==> config.mk <==
export PLATFORM = sky130hd
export DESIGN_NAME = pipe_skid_stage
export DESIGN_NICKNAME = d
export VERILOG_FILES = /design/src/rtl/pipe_pkg.sv /design/src/rtl/pipe_entry_reg.sv /design/src/rtl/pipe_skid_stage.sv
export SDC_FILE = /design/constraint.sdc
export NUM_CORES = 1
export LEC_CHECK = 0
export CORE_ASPECT_RATIO = 1.5
export CORE_MARGIN = 2
export CORE_UTILIZATION = 50
export CTS_BUF_LIST = sky130_fd_sc_hd__clkbuf_8 sky130_fd_sc_hd__clkbuf_16
export CTS_CLUSTER_SIZE = 14
export DETAILED_ROUTE_END_ITERATION = 16
export GPL_TIMING_DRIVEN = 0
export PLACE_DENSITY = 0.8
export SLEW_MARGIN = 10
export SYNTH_ARGS = -nofsm -noshare
export SYNTH_HDL_FRONTEND = slang
export SYNTH_SLANG_ARGS = --single-unit
==> constraint.sdc <==
create_clock -name clk -period 4.1 [get_ports clk]
set_clock_uncertainty 0.1 [all_clocks]
set_input_delay 1.025 -clock clk [delete_from_list [all_inputs] [get_ports clk]]
set_output_delay 1.025 -clock clk [all_outputs]
set_load 0.01 [all_outputs]
==> src/rtl/pipe_pkg.sv <==
// Shared types and constants for the elastic pipeline stage.
// Optional stall counter is enabled by PIPE_STALL_CNT_EN.
package pipe_pkg;

  typedef enum logic [1:0] {
    ST_EMPTY = 2'd0,
    ST_ONE   = 2'd1,
    ST_FULL  = 2'd2
  } state_t;

  localparam int STALL_CNT_W = 16;

  localparam logic [31:0] NOP_PAYLOAD = 32'h0;

endpackage

==> src/rtl/pipe_entry_reg.sv <==
// One payload+intreq+valid register with load and clear.
// Cleared entries always read NOP_VAL with intreq low.
module pipe_entry_reg #(
  parameter int              DATA_W  = 32,
  parameter logic [DATA_W-1:0] NOP_VAL = '0
) (
  input  logic              clk,
  input  logic              rst,
  input  logic              clr,
  input  logic              ld,
  input  logic [DATA_W-1:0] d_data,
  input  logic              d_intreq,
  output logic              q_valid,
  output logic [DATA_W-1:0] q_data,
  output logic              q_intreq
);

  always_ff @(posedge clk) begin
    if (rst || clr) begin
      q_valid  <= 1'b0;
      q_data   <= NOP_VAL;
      q_intreq <= 1'b0;
    end else if (ld) begin
      q_valid  <= 1'b1;
      q_data   <= d_data;
      q_intreq <= d_intreq;
    end
  end

endmodule

==> src/rtl/pipe_skid_stage.sv <==
// Elastic 2-entry skid pipeline register with flush.
// PIPE_STALL_CNT_EN adds a saturating stall_cnt output.
module pipe_skid_stage
  import pipe_pkg::*;
#(
  parameter int                DATA_W  = 32,
  parameter logic [DATA_W-1:0] NOP_VAL = DATA_W'(NOP_PAYLOAD)
) (
  input  logic              clk,
  input  logic              rst,
  input  logic              clr,
  input  logic              in_valid,
  output logic              in_ready,
  input  logic [DATA_W-1:0] in_data,
  input  logic              in_intreq,
  output logic              out_valid,
  input  logic              out_ready,
  output logic [DATA_W-1:0] out_data,
  output logic              out_intreq,
`ifdef PIPE_STALL_CNT_EN
  output logic [STALL_CNT_W-1:0] stall_cnt,
`endif
  output logic [1:0]        occupancy
);

  state_t state, state_n;

  logic acc, drn;
  logic main_ld, main_skid, main_clr;
  logic skid_ld, skid_clr;
  logic skid_valid, skid_intreq;
  logic [DATA_W-1:0] skid_data;
  logic [DATA_W-1:0] main_d;
  logic main_d_ir;

  assign acc       = in_valid & in_ready;
  assign drn       = out_valid & out_ready;
  assign occupancy = state;
  assign main_d    = main_skid ? skid_data : in_data;
  assign main_d_ir = main_skid ? skid_intreq : in_intreq;

  always_comb begin
    state_n   = state;
    main_ld   = 1'b0;
    main_skid = 1'b0;
    main_clr  = 1'b0;
    skid_ld   = 1'b0;
    skid_clr  = 1'b0;
    unique case (state)
      ST_EMPTY: begin
        if (acc) begin
          state_n = ST_ONE;
          main_ld = 1'b1;
        end
      end
      ST_ONE: begin
        unique case (1'b1)
          acc & ~drn: begin
            state_n = ST_FULL;
            skid_ld = 1'b1;
          end
          acc & drn: main_ld = 1'b1;
          ~acc & drn: begin
            state_n  = ST_EMPTY;
            main_clr = 1'b1;
          end
          default: ;
        endcase
      end
      ST_FULL: begin
        if (drn) begin
          state_n   = ST_ONE;
          main_ld   = 1'b1;
          main_skid = 1'b1;
          skid_clr  = 1'b1;
        end
      end
      default: state_n = ST_EMPTY;
    endcase
    // Flush wins over any handshake in the same cycle.
    if (clr) begin
      state_n  = ST_EMPTY;
      main_ld  = 1'b0;
      skid_ld  = 1'b0;
      main_clr = 1'b1;
      skid_clr = 1'b1;
    end
  end

  always_ff @(posedge clk) begin
    if (rst) begin
      state    <= ST_EMPTY;
      in_ready <= 1'b1;
    end else begin
      state    <= state_n;
      in_ready <= (state_n != ST_FULL);
    end
  end

  pipe_entry_reg #(
    .DATA_W (DATA_W),
    .NOP_VAL(NOP_VAL)
  ) u_main (
    .clk     (clk),
    .rst     (rst),
    .clr     (main_clr),
    .ld      (main_ld),
    .d_data  (main_d),
    .d_intreq(main_d_ir),
    .q_valid (out_valid),
    .q_data  (out_data),
    .q_intreq(out_intreq)
  );

  pipe_entry_reg #(
    .DATA_W (DATA_W),
    .NOP_VAL(NOP_VAL)
  ) u_skid (
    .clk     (clk),
    .rst     (rst),
    .clr     (skid_clr),
    .ld      (skid_ld),
    .d_data  (in_data),
    .d_intreq(in_intreq),
    .q_valid (skid_valid),
    .q_data  (skid_data),
    .q_intreq(skid_intreq)
  );

`ifdef PIPE_STALL_CNT_EN
  always_ff @(posedge clk) begin
    if (rst)
      stall_cnt <= '0;
    else if (out_valid && !out_ready && stall_cnt != '1)
      stall_cnt <= stall_cnt + 1'b1;
  end
`endif

endmodule

==> flow_summary.toml <==
[outcome]
status = "completed"

[critical_path]
crit_buf_inv = 2
endpoint_kind = "register"
cpPeakStageDelay_ns = 0.59
worst_r2r_endpoint = "u_main.q_data[8]$_SDFFE_PP0P_"
worstPathCellList = "clkdlybuf4s50_1, nand2_1, o31ai_2, buf_2, a211oi_2"
cp_data_arrival_time_ns = 2.77
startpoint_type = "primary input"
reg2regPathDepth = 5
cpMaxStageDelayCell = "o31ai_2"
worst_path_dominant_cell_family = "buffers and inverters"
critPathRequiredTime_ns = 4.22
reg2reg_slack_ns = 2.24
r2r_start = "occupancy[0]$_SDFF_PP0_"
worst-setup-path-type = "in2reg"
crit_path_max_fanout = 10

[floorplan]
die_area_um2 = 6630
core_area_um2 = 5790
die-width_um = 67.2
initial_core_util = 0.517
fp.dieH_um = 98.7
boundaryPins = 75
rows = 34

[clock_network]
cts_tree = "built"
path_clk_slew_ns = 0.07
post-cts-setup-buffer-count = 0
cts-root-buf = "clkbuf_8"
cts_max_level = 3
clk_latency_ns = 0.34
cts_made_buffers = 9
hold_buffers = 0
cts_sinks = 70
cts_buffer_depth = 2
ctsResizeCount = 0

[logic_synthesis]
syn_nets = 357
ys_seq_area_frac = 0.468
ys_ff_latch = 70
syn-cell-area_um2 = 2990
synth_warnings = 0
synth_cell_type_count = 24
syn_avg_cell_area_um2 = 9.38
syn_inst = 319

[pwr]
clkPwrFrac = 0.404
p_leak_nw = 1.63
ir_drop_mv = 0.263
p_switching_mw = 0.363
switching_share = 0.236
combPwrFrac = 0.134
seq_power_share = 0.462
power_density_nw_per_um2 = 380
intPower_mw = 1.17

[timing]
hold_violations = 0
worst_pin_slew_ns = 0.663
finalSetupTns_ns = 0
setup_viol = 0
fmax_mhz = 377
period_share = 0.646
rsz0062_at_grt = "no"
slew_violations = 0
slew_headroom = 0.555
hold_ws_ns = 0.354
period_minus_slack_ns = 2.65

[final_layout]
syn_to_final_growth_pct = 35.2
fill_cells = 483
drive_above_1_share = 0.169
layout_common_cells = "clkdlybuf4s50_1 (74), nand2_1 (71), dfxtp_1 (70)"
nets = 442
antenna_cells = 0
layout_commonest_cell = "clkdlybuf4s50_1"
utilization = 0.699

[drt]
postRouteAntennaNets = 0
routed_wirelength_mm = 6.75
drc = 0
avgRoutedWirePerCell_um = 14.1
firstDrtPassIters = 4
vias_per_cell = 5.19
dr.first_iter.drc_count = 152
num_vias = 2493

[placement]
gp_congestion = 0.757
dpl.hpwl_mm = 4.82
port_buffers = 74

[hold_path]
hold_start = "u_skid.q_data[4]$_SDFFE_PP0P_"
hold_depth = 2
hold_class = "reg2reg"
min_to = "u_skid.q_data[4]$_SDFFE_PP0P_"

[global_route]
grt_antenna_before_repair = 0
grt-ovfl-total = 0
grt_max_degree = 12
grt_pass1_wl_mm = 11.0
track_usage = 0.216
first_global_vias = 2366

[flow_run]
max_cap_violations = 0
==> synthesized netlist by cell type <==
master / number / area, um^2
a211oi_1: 4 / 30.0
a211oi_2: 29 / 363
a21oi_1: 35 / 175
and3b_1: 1 / 8.76
and4b_1: 1 / 10.0
buf_2: 8 / 40.0
buf_4: 9 / 67.6
buf_6: 4 / 45.0
clkbuf_1: 3 / 11.3
clkbuf_4: 1 / 7.51
dfxtp_1: 70 / 1400
inv_1: 1 / 3.75
mux2i_1: 33 / 330
nand2_1: 71 / 267
nand3_1: 1 / 5.00
nand4_1: 1 / 6.26
nand4b_1: 2 / 17.5
nand4bb_1: 1 / 11.3
nor2_1: 39 / 146
nor2b_1: 1 / 6.26
o211ai_2: 1 / 12.5
o21a_1: 1 / 7.51
o31ai_2: 1 / 12.5
or2_2: 1 / 6.26
==> sequential cells by signal (all words and copies together), names as in the netlist <==
signal,cells
in_ready,1
occupancy,2
u_main.q_data,32
u_main.q_intreq,1
u_main.q_valid,1
u_skid.q_data,32
u_skid.q_intreq,1
==> through the flow <==
stage / setup slack (ns) / total power [mW] / cells / cell area [um^2]
after floorplan: 1.97 / 0.832 / 319 / 2990
after global placement: 1.13 / 0.928 / 465 / 3820
after detailed placement: 1.11 / 0.932 / 465 / 3820
after CTS: 1.47 / 1.54 / 480 / 4040
after global routing: 1.36 / 1.59 / 480 / 4040
final: 1.45 / 1.54 / 480 / 4040
==> power by group through the flow <==
stage	combinational, mW	clock (mW)	sequential (mW)
finish	0.205	0.621	0.711
global route	0.224	0.651	0.712
CTS	0.207	0.622	0.711
detailed placement	0.206	0	0.726
global placement	0.202	0	0.726
floorplan	0.0991	0	0.733
==> how the worst max path moves through the flow <==
stage	from	end	slack [ns]	depth (start not counted)
finish	out_ready	u_main.q_data[8]$_SDFFE_PP0P_	1.45	5
global route	in_valid	u_main.q_data[8]$_SDFFE_PP0P_	1.36	6
CTS	out_ready	u_main.q_data[8]$_SDFFE_PP0P_	1.47	5
detailed placement	out_ready	u_main.q_data[8]$_SDFFE_PP0P_	1.11	5
global placement	in_valid	u_main.q_valid$_SDFFE_PP0P_	1.13	6
floorplan	in_valid	u_main.q_valid$_SDFFE_PP0P_	1.97	5
==> worst register-to-register path: stages (launching register included) <==
cell and delay [ns]:
dfxtp_1 0.33, buf_2 0.17, nand2_1 0.08, o31ai_2 0.59
buf_2 0.42, a211oi_2 0.07
==> layout make-up <==
type	instances	area [um^2]	area share
buffer	25	171	0.0424
clock buffer	11	151	0.0374
clock inverter	4	70.1	0.0173
inverter	1	3.75	0.000928
multi-input combinational	223	1420	0.350
sequential	70	1400	0.347
tap	72	90.1	0.0223
timing repair buffer	74	741	0.183
==> cells by family (layout without fill, tap and decap cells) <==
logic type | count (synthesis) | in the layout | synth area share
AND/OR/NAND/NOR | 119 | 119 | 0.162
buffers and inverters | 26 | 115 | 0.0586
flip-flops | 70 | 70 | 0.468
multiplexers | 33 | 33 | 0.110
AO/OA/AOI/OAI | 71 | 71 | 0.201
==> routing by layer <==
| metal | vias to the layer above | share of wire | global-route usage |
|---|---|---|---|
| met4 | 0 | 0.021 | 0.0989 |
| met5 | - | 0 | 0 |
| met3 | 12 | 0.038 | 0.0331 |
| met1 | 1162 | 0.43 | 0.263 |
| met2 | 58 | 0.51 | 0.365 |
| li1 | 1261 | - | - |
No activity file was read; power rests on OpenSTA's default activity.
